**src/rtl/multicycle_datapath.sv**
```systemverilog
// Multi-cycle datapath: PC/IR, operand latches, 8-entry register file, ALU and a phase FSM
// that shares one req/ready memory port between instruction fetch and data access.
module multicycle_datapath #(
   parameter int unsigned DW     = 8,
   parameter int unsigned AW     = 8,
   parameter int unsigned PC_INC = 4
) (
   input  logic          clk,
   input  logic          reset,
   output logic [15:0]   Instr,
   output logic [2:0]    phase,
   output logic          ctrl_req,
   input  logic          RegWriteA,
   input  logic          RegWriteB,
   input  logic          ImmSrc,
   input  logic          IDmux,
   input  logic          JMux,
   input  logic          MemtoReg,
   input  logic          MemWrite,
   input  logic [3:0]    ALUControl,
   output logic [3:0]    ALUFlags,
   output logic [DW-1:0] ShowData,
   output logic [AW-1:0] PC,
   output logic [DW-1:0] ALUResult,
   output logic          mem_req,
   output logic          mem_we,
   output logic [AW-1:0] mem_addr,
   output logic [DW-1:0] mem_wdata,
   input  logic [15:0]   mem_rdata,
   input  logic          mem_ready
);

   localparam int unsigned NREG = 8;
   localparam int unsigned DW1  = DW + 1;

   typedef enum logic [2:0] {
      S_FETCH  = 3'd0,
      S_DECODE = 3'd1,
      S_EXEC   = 3'd2,
      S_MEM    = 3'd3,
      S_WB     = 3'd4
   } state_t;

   state_t        state, state_nxt;
   logic          req_nxt, we_nxt;
   logic          fetch_done, mem_done;

   logic [15:0]   ir;
   logic [AW-1:0] pc;
   logic [DW-1:0] rd1, rd2, alu_out, mdr;
   logic [3:0]    flags;
   logic [DW-1:0] regs [NREG];

   logic          c_rwa, c_rwb, c_imm, c_idm, c_jmp, c_m2r, c_mw;
   logic [3:0]    c_alu;

   logic [DW-1:0] src_a, src_b, imm, alu_r, result;
   logic [DW:0]   sum, dif;
   logic          alu_c, alu_v;
   logic [2:0]    ra3;

   // State register; the memory strobes are registered alongside it
   always_ff @(posedge clk or negedge reset) begin
      if (!reset) begin
         state   <= S_FETCH;
         mem_req <= 1'b0;
         mem_we  <= 1'b0;
      end else begin
         state   <= state_nxt;
         mem_req <= req_nxt;
         mem_we  <= we_nxt;
      end
   end

   assign fetch_done = (state == S_FETCH) && mem_req && mem_ready;
   assign mem_done   = (state == S_MEM) && mem_req && mem_ready;

   always_comb begin
      state_nxt = state;
      case (state)
         S_FETCH:  if (fetch_done) state_nxt = S_DECODE;
         S_DECODE: state_nxt = S_EXEC;
         S_EXEC: begin
            if (c_jmp)              state_nxt = S_FETCH;
            else if (c_mw || c_m2r) state_nxt = S_MEM;
            else                    state_nxt = S_WB;
         end
         S_MEM:    if (mem_done) state_nxt = c_mw ? S_FETCH : S_WB;
         S_WB:     state_nxt = S_FETCH;
         default:  state_nxt = S_FETCH;
      endcase
   end

   // A completed write leaves one idle cycle before the next fetch request
   always_comb begin
      req_nxt  = 1'b0;
      we_nxt   = 1'b0;
      ctrl_req = (state == S_DECODE);
      mem_addr = (state == S_MEM) ? alu_out[AW-1:0] : pc;
      case (state_nxt)
         S_FETCH: req_nxt = (state != S_MEM);
         S_MEM: begin
            req_nxt = 1'b1;
            we_nxt  = c_mw;
         end
         default: ;
      endcase
   end

   always_comb begin
      src_a = ir[15] ? '0 : rd1;
      imm   = ir[15] ? DW'(ir[7:0]) : (c_idm ? DW'(1) : DW'(ir[2:0]));
      src_b = c_imm ? imm : rd2;
      sum   = {1'b0, src_a} + {1'b0, src_b};
      dif   = {1'b0, src_a} + {1'b0, ~src_b} + DW1'(1);
      alu_r = '0;
      alu_c = 1'b0;
      alu_v = 1'b0;
      case (c_alu)
         4'd0: begin
            alu_r = sum[DW-1:0];
            alu_c = sum[DW];
            alu_v = (src_a[DW-1] == src_b[DW-1]) && (sum[DW-1] != src_a[DW-1]);
         end
         4'd1: begin
            alu_r = dif[DW-1:0];
            alu_c = dif[DW];
            alu_v = (src_a[DW-1] != src_b[DW-1]) && (dif[DW-1] != src_a[DW-1]);
         end
         4'd2:    alu_r = src_a & src_b;
         4'd3:    alu_r = src_a | src_b;
         4'd4:    alu_r = src_a ^ src_b;
         4'd5:    alu_r = ~src_a;
         4'd6:    alu_r = {src_a[DW-2:0], 1'b0};
         4'd7:    alu_r = {1'b0, src_a[DW-1:1]};
         4'd8:    alu_r = src_b;
         default: alu_r = '0;
      endcase
   end

   assign result = c_m2r ? mdr : alu_out;
   assign ra3    = ir[15] ? ir[10:8] : ir[5:3];

   always_ff @(posedge clk or negedge reset) begin
      if (!reset) begin
         ir      <= '0;
         pc      <= '0;
         rd1     <= '0;
         rd2     <= '0;
         alu_out <= '0;
         mdr     <= '0;
         flags   <= '0;
         c_rwa   <= 1'b0;
         c_rwb   <= 1'b0;
         c_imm   <= 1'b0;
         c_idm   <= 1'b0;
         c_jmp   <= 1'b0;
         c_m2r   <= 1'b0;
         c_mw    <= 1'b0;
         c_alu   <= '0;
         for (int i = 0; i < NREG; i++) regs[i] <= '0;
      end else begin
         if (fetch_done) begin
            ir <= mem_rdata;
            pc <= pc + AW'(PC_INC);
         end
         if (state == S_DECODE) begin
            rd1   <= regs[ir[5:3]];
            rd2   <= regs[ir[2:0]];
            c_rwa <= RegWriteA;
            c_rwb <= RegWriteB;
            c_imm <= ImmSrc;
            c_idm <= IDmux;
            c_jmp <= JMux;
            c_m2r <= MemtoReg;
            c_mw  <= MemWrite;
            c_alu <= ALUControl;
         end
         if (state == S_EXEC) begin
            alu_out <= alu_r;
            flags   <= {alu_r[DW-1], (alu_r == '0), alu_c, alu_v};
            if (c_jmp) pc <= AW'(ir);
         end
         if (mem_done && !c_mw) mdr <= DW'(mem_rdata);
         // Port A is written last so it wins a same-address collision
         if (state == S_WB) begin
            if (c_rwb) regs[ir[2:0]] <= result;
            if (c_rwa) regs[ra3]     <= result;
         end
      end
   end

   assign Instr     = ir;
   assign phase     = 3'(state);
   assign ALUFlags  = flags;
   assign ShowData  = rd1;
   assign PC        = pc;
   assign ALUResult = alu_out;
   assign mem_wdata = rd2;

endmodule

```
**config.mk**
```make
export PLATFORM = sky130hd
export DESIGN_NAME = multicycle_datapath
export DESIGN_NICKNAME = d
export VERILOG_FILES = /design/src/rtl/multicycle_datapath.sv
export SDC_FILE = /design/constraint.sdc
export NUM_CORES = 1
export LEC_CHECK = 0
export ABC_AREA = 1
export CORE_MARGIN = 2
export CORE_UTILIZATION = 62
export CTS_CLUSTER_SIZE = 10
export DETAILED_ROUTE_END_ITERATION = 6
export HOLD_SLACK_MARGIN = 0.08
export MAX_ROUTING_LAYER = met4
export PLACE_DENSITY = 0.87
export SLEW_MARGIN = 25
export SYNTH_ARGS = -nofsm -noshare
export SYNTH_HDL_FRONTEND = slang
export SYNTH_SLANG_ARGS = --single-unit
```
**constraint.sdc**
```tcl
create_clock -name clk -period 3.49 [get_ports clk]
set_input_delay 0.5235 -clock clk [delete_from_list [all_inputs] [get_ports clk]]
set_output_delay 0.5235 -clock clk [all_outputs]
set_load 0.1 [all_outputs]
```
==> impl_metrics.json <==
{
  "synth_top_area_cell": "dfrtp_1",
  "multi_input_area_sq_um": 4060,
  "die_area_sq_um": 14500,
  "die_x_um": 120,
  "synth_common_cells": "nand2_1, inv_1, dfrtp_1",
  "htreeDepth": 4,
  "hold_path_class": "input port to async pin",
  "fin_nets": 1244,
  "required_ns": 3.86,
  "coreArea_sq_um": 13200,
  "antenna_found_initial": 1,
  "grt_usage_pct": 41.0,
  "critPathLaunchType": "flip-flop",
  "drt_wl_total_mm": 27.9,
  "arrival_ns": 3.24,
  "synth_top_area_share_pct": 41.5,
  "cp-end-kind": "flip-flop",
  "initialDrtViolationCount": 965,
  "reg2regPathDepth": 18,
  "grt_pass1_wl_mm": 43.6,
  "post_cts_buffers": 0,
  "drive_above_1_share_pct": 9.17,
  "yosysSeqAreaShare_pct": 41.5,
  "synth_area_sq_um": 8380,
  "synth_area_leaders": "dfrtp_1, nand2_1, o21ai_0",
  "hold_buffers": 0,
  "insertion_delay_ns": 0.43,
  "drt-vias-per-instance": 6.20,
  "cp_max_fo": 13,
  "fill_cells": 997,
  "area_delta_synth_final_pct": 19.6,
  "rsz0062_at_grt": "false",
  "start_util_pct": 63.3,
  "tightest_slew_ns": 1.01,
  "clk_pin_slew_ns": 0.06,
  "finClkSkew_ns": 0.00837,
  "grt_use_met3_pct": 9.43,
  "fin_crit_ns": 2.87,
  "clockRootBuffer": "clkbuf_16",
  "port_buffers": 95,
  "drtPass1Iterations": 5,
  "grtUsageMet1_pct": 50.4,
  "via_count": 8534,
  "syn_inst": 1105,
  "yosys_warnings": 0,
  "busiest_layer": "met2",
  "rows": 42,
  "dp_hpwl_mm": 19.6,
  "cts_buffers": 17,
  "synth_edf_count": 0,
  "outcome": "finished, final reports clean",
  "async_flop_share_pct": 100,
  "met2_usage_pct": 63.4,
  "cts_sinks": 139,
  "cap_viol_max_count": 0,
  "fin_crit_sh_pct": 82.2,
  "syn_nets": 1162,
  "ys_ff_latch": 139,
  "finalHoldViolCount": 0,
  "cts_tree": "built",
  "gp_congestion": 1.01,
  "fmax_mhz": 349,
  "synth.avg_cell_area_sq_um": 7.58,
  "relSlewSlack_pct": 32.7,
  "crit_type": "flip-flop to flip-flop",
  "setup_violations": 0,
  "routedWlPerCell_um": 20.3,
  "regArea_sq_um": 3480,
  "synthFlopType": "dfrtp_1",
  "cts_buffer_depth": 2,
  "grt_pass1_vias": 8241,
  "cts_resized": 0,
  "synth.most_common_cell": "nand2_1",
  "hold_slack_ns": 0.111,
  "grt_max_degree": 79,
  "synth_cell_types": 46,
  "die_h_um": 120,
  "drc_errors": 0,
  "grt-ovfl-total": 0,
  "ant_nets": 0,
  "slew_violations": 0,
  "io_pins": 96
}
[final timing paths]
kind / start / endpoint / slack (ns)
max in group asynchronous: reset / Instr[9]$_DFFE_PN0P_ / 2.56
min in group clk: Instr[11]$_DFFE_PN0P_ / Instr[11]$_DFFE_PN0P_ / 0.48
min reg2reg: Instr[11]$_DFFE_PN0P_ / Instr[11]$_DFFE_PN0P_ / 0.48
min: reset / c_alu[0]$_DFFE_PN0P_ / 0.11
max reg2reg: Instr[15]$_DFFE_PN0P_ / ALUFlags[2]$_DFFE_PN0P_ / 0.62
max: Instr[15]$_DFFE_PN0P_ / ALUFlags[2]$_DFFE_PN0P_ / 0.62
[metrics by stage]
stage | area, sq um | util, % | TNS, ns | setup WS, ns | instances
2_1_floorplan | 8380 | - | -0.740 | -0.123 | 1105
3_3_place_gp | 9400 | 71.0 | 0 | 0.749 | 1344
3_5_place_dp | 9400 | 71.0 | 0 | 0.709 | 1344
4_1_cts | 10000 | 75.7 | 0 | 0.661 | 1376
5_1_grt | 10000 | 75.7 | 0 | 0.262 | 1377
6_report | 10000 | 75.7 | 0 | 0.623 | 1377
[placed cells by master, fill, tap and decap left out, types with 15 or more instances in the layout]
cell,count
dfrtp_1,138
buf_4,26
clkbuf_16,17
nor2_1,63
inv_1,156
o22ai_1,62
nand2_1,260
a21oi_1,50
o21ai_0,112
nand3_1,56
o21ai_1,19
clkdlybuf4s50_1,79
o221ai_1,15
ha_1,25
[cell families (layout without fill, tap and decap cells)]
logic type      Yosys count  count (layout)  synth area share, %
other cells               0               1                    0
simple gates            426             426                 22.2
mux                       2               2                0.239
compound gates          289             289                 20.9
flops                   139             139                 41.5
xor+xnor                  8               8                0.836
fa+ha+maj                27              27                 4.21
buf+inv                 214             309                 10.1
[worst max-delay path: stages (launching register included)]
cell	delay, ns
dfrtp_1	0.57
inv_2	0.21
nand2_1	0.10
nand2_1	0.11
nand2_1	0.08
inv_1	0.08
ha_1	0.22
inv_1	0.08
fa_1	0.43
xnor2_1	0.14
nand2_1	0.07
nand2_1	0.05
nor2_1	0.09
nand3_1	0.10
nor2_1	0.11
nand2_1	0.06
nor2_1	0.12
nand4_1	0.10
nand2_1	0.07
[sequential cells by signal, indices dropped and copies added, names as in the netlist]
register,count
ALUFlags,3
ALUResult,8
Instr,16
PC,8
ShowData,8
c_alu,4
c_idm,1
c_imm,1
c_jmp,1
c_m2r,1
c_mw,1
c_rwa,1
c_rwb,1
mdr,8
mem_req,1
mem_wdata,8
mem_we,1
phase,3
regs,64
[layer usage]
layer  vias up  wire length [um]
li1       3822                 -
met1      4049             10700
met2       529             13000
met3       134              2770
met4         0              1510
met5         -                 0
[final cells by class]
| cell class | count | area share (%) |
|---|---|---|
| timing repair buffer | 106 | 9.95 |
| multi-input combinational | 752 | 40.5 |
| clock buffer | 25 | 5.14 |
| inverter | 171 | 6.48 |
| clock inverter | 7 | 1.01 |
| tap | 176 | 2.20 |
| sequential | 139 | 34.7 |
| antenna | 1 | 0.0250 |
Power is not shown: default switching activity piles up to over one toggle a cycle in this logic, so the estimate is an artifact.
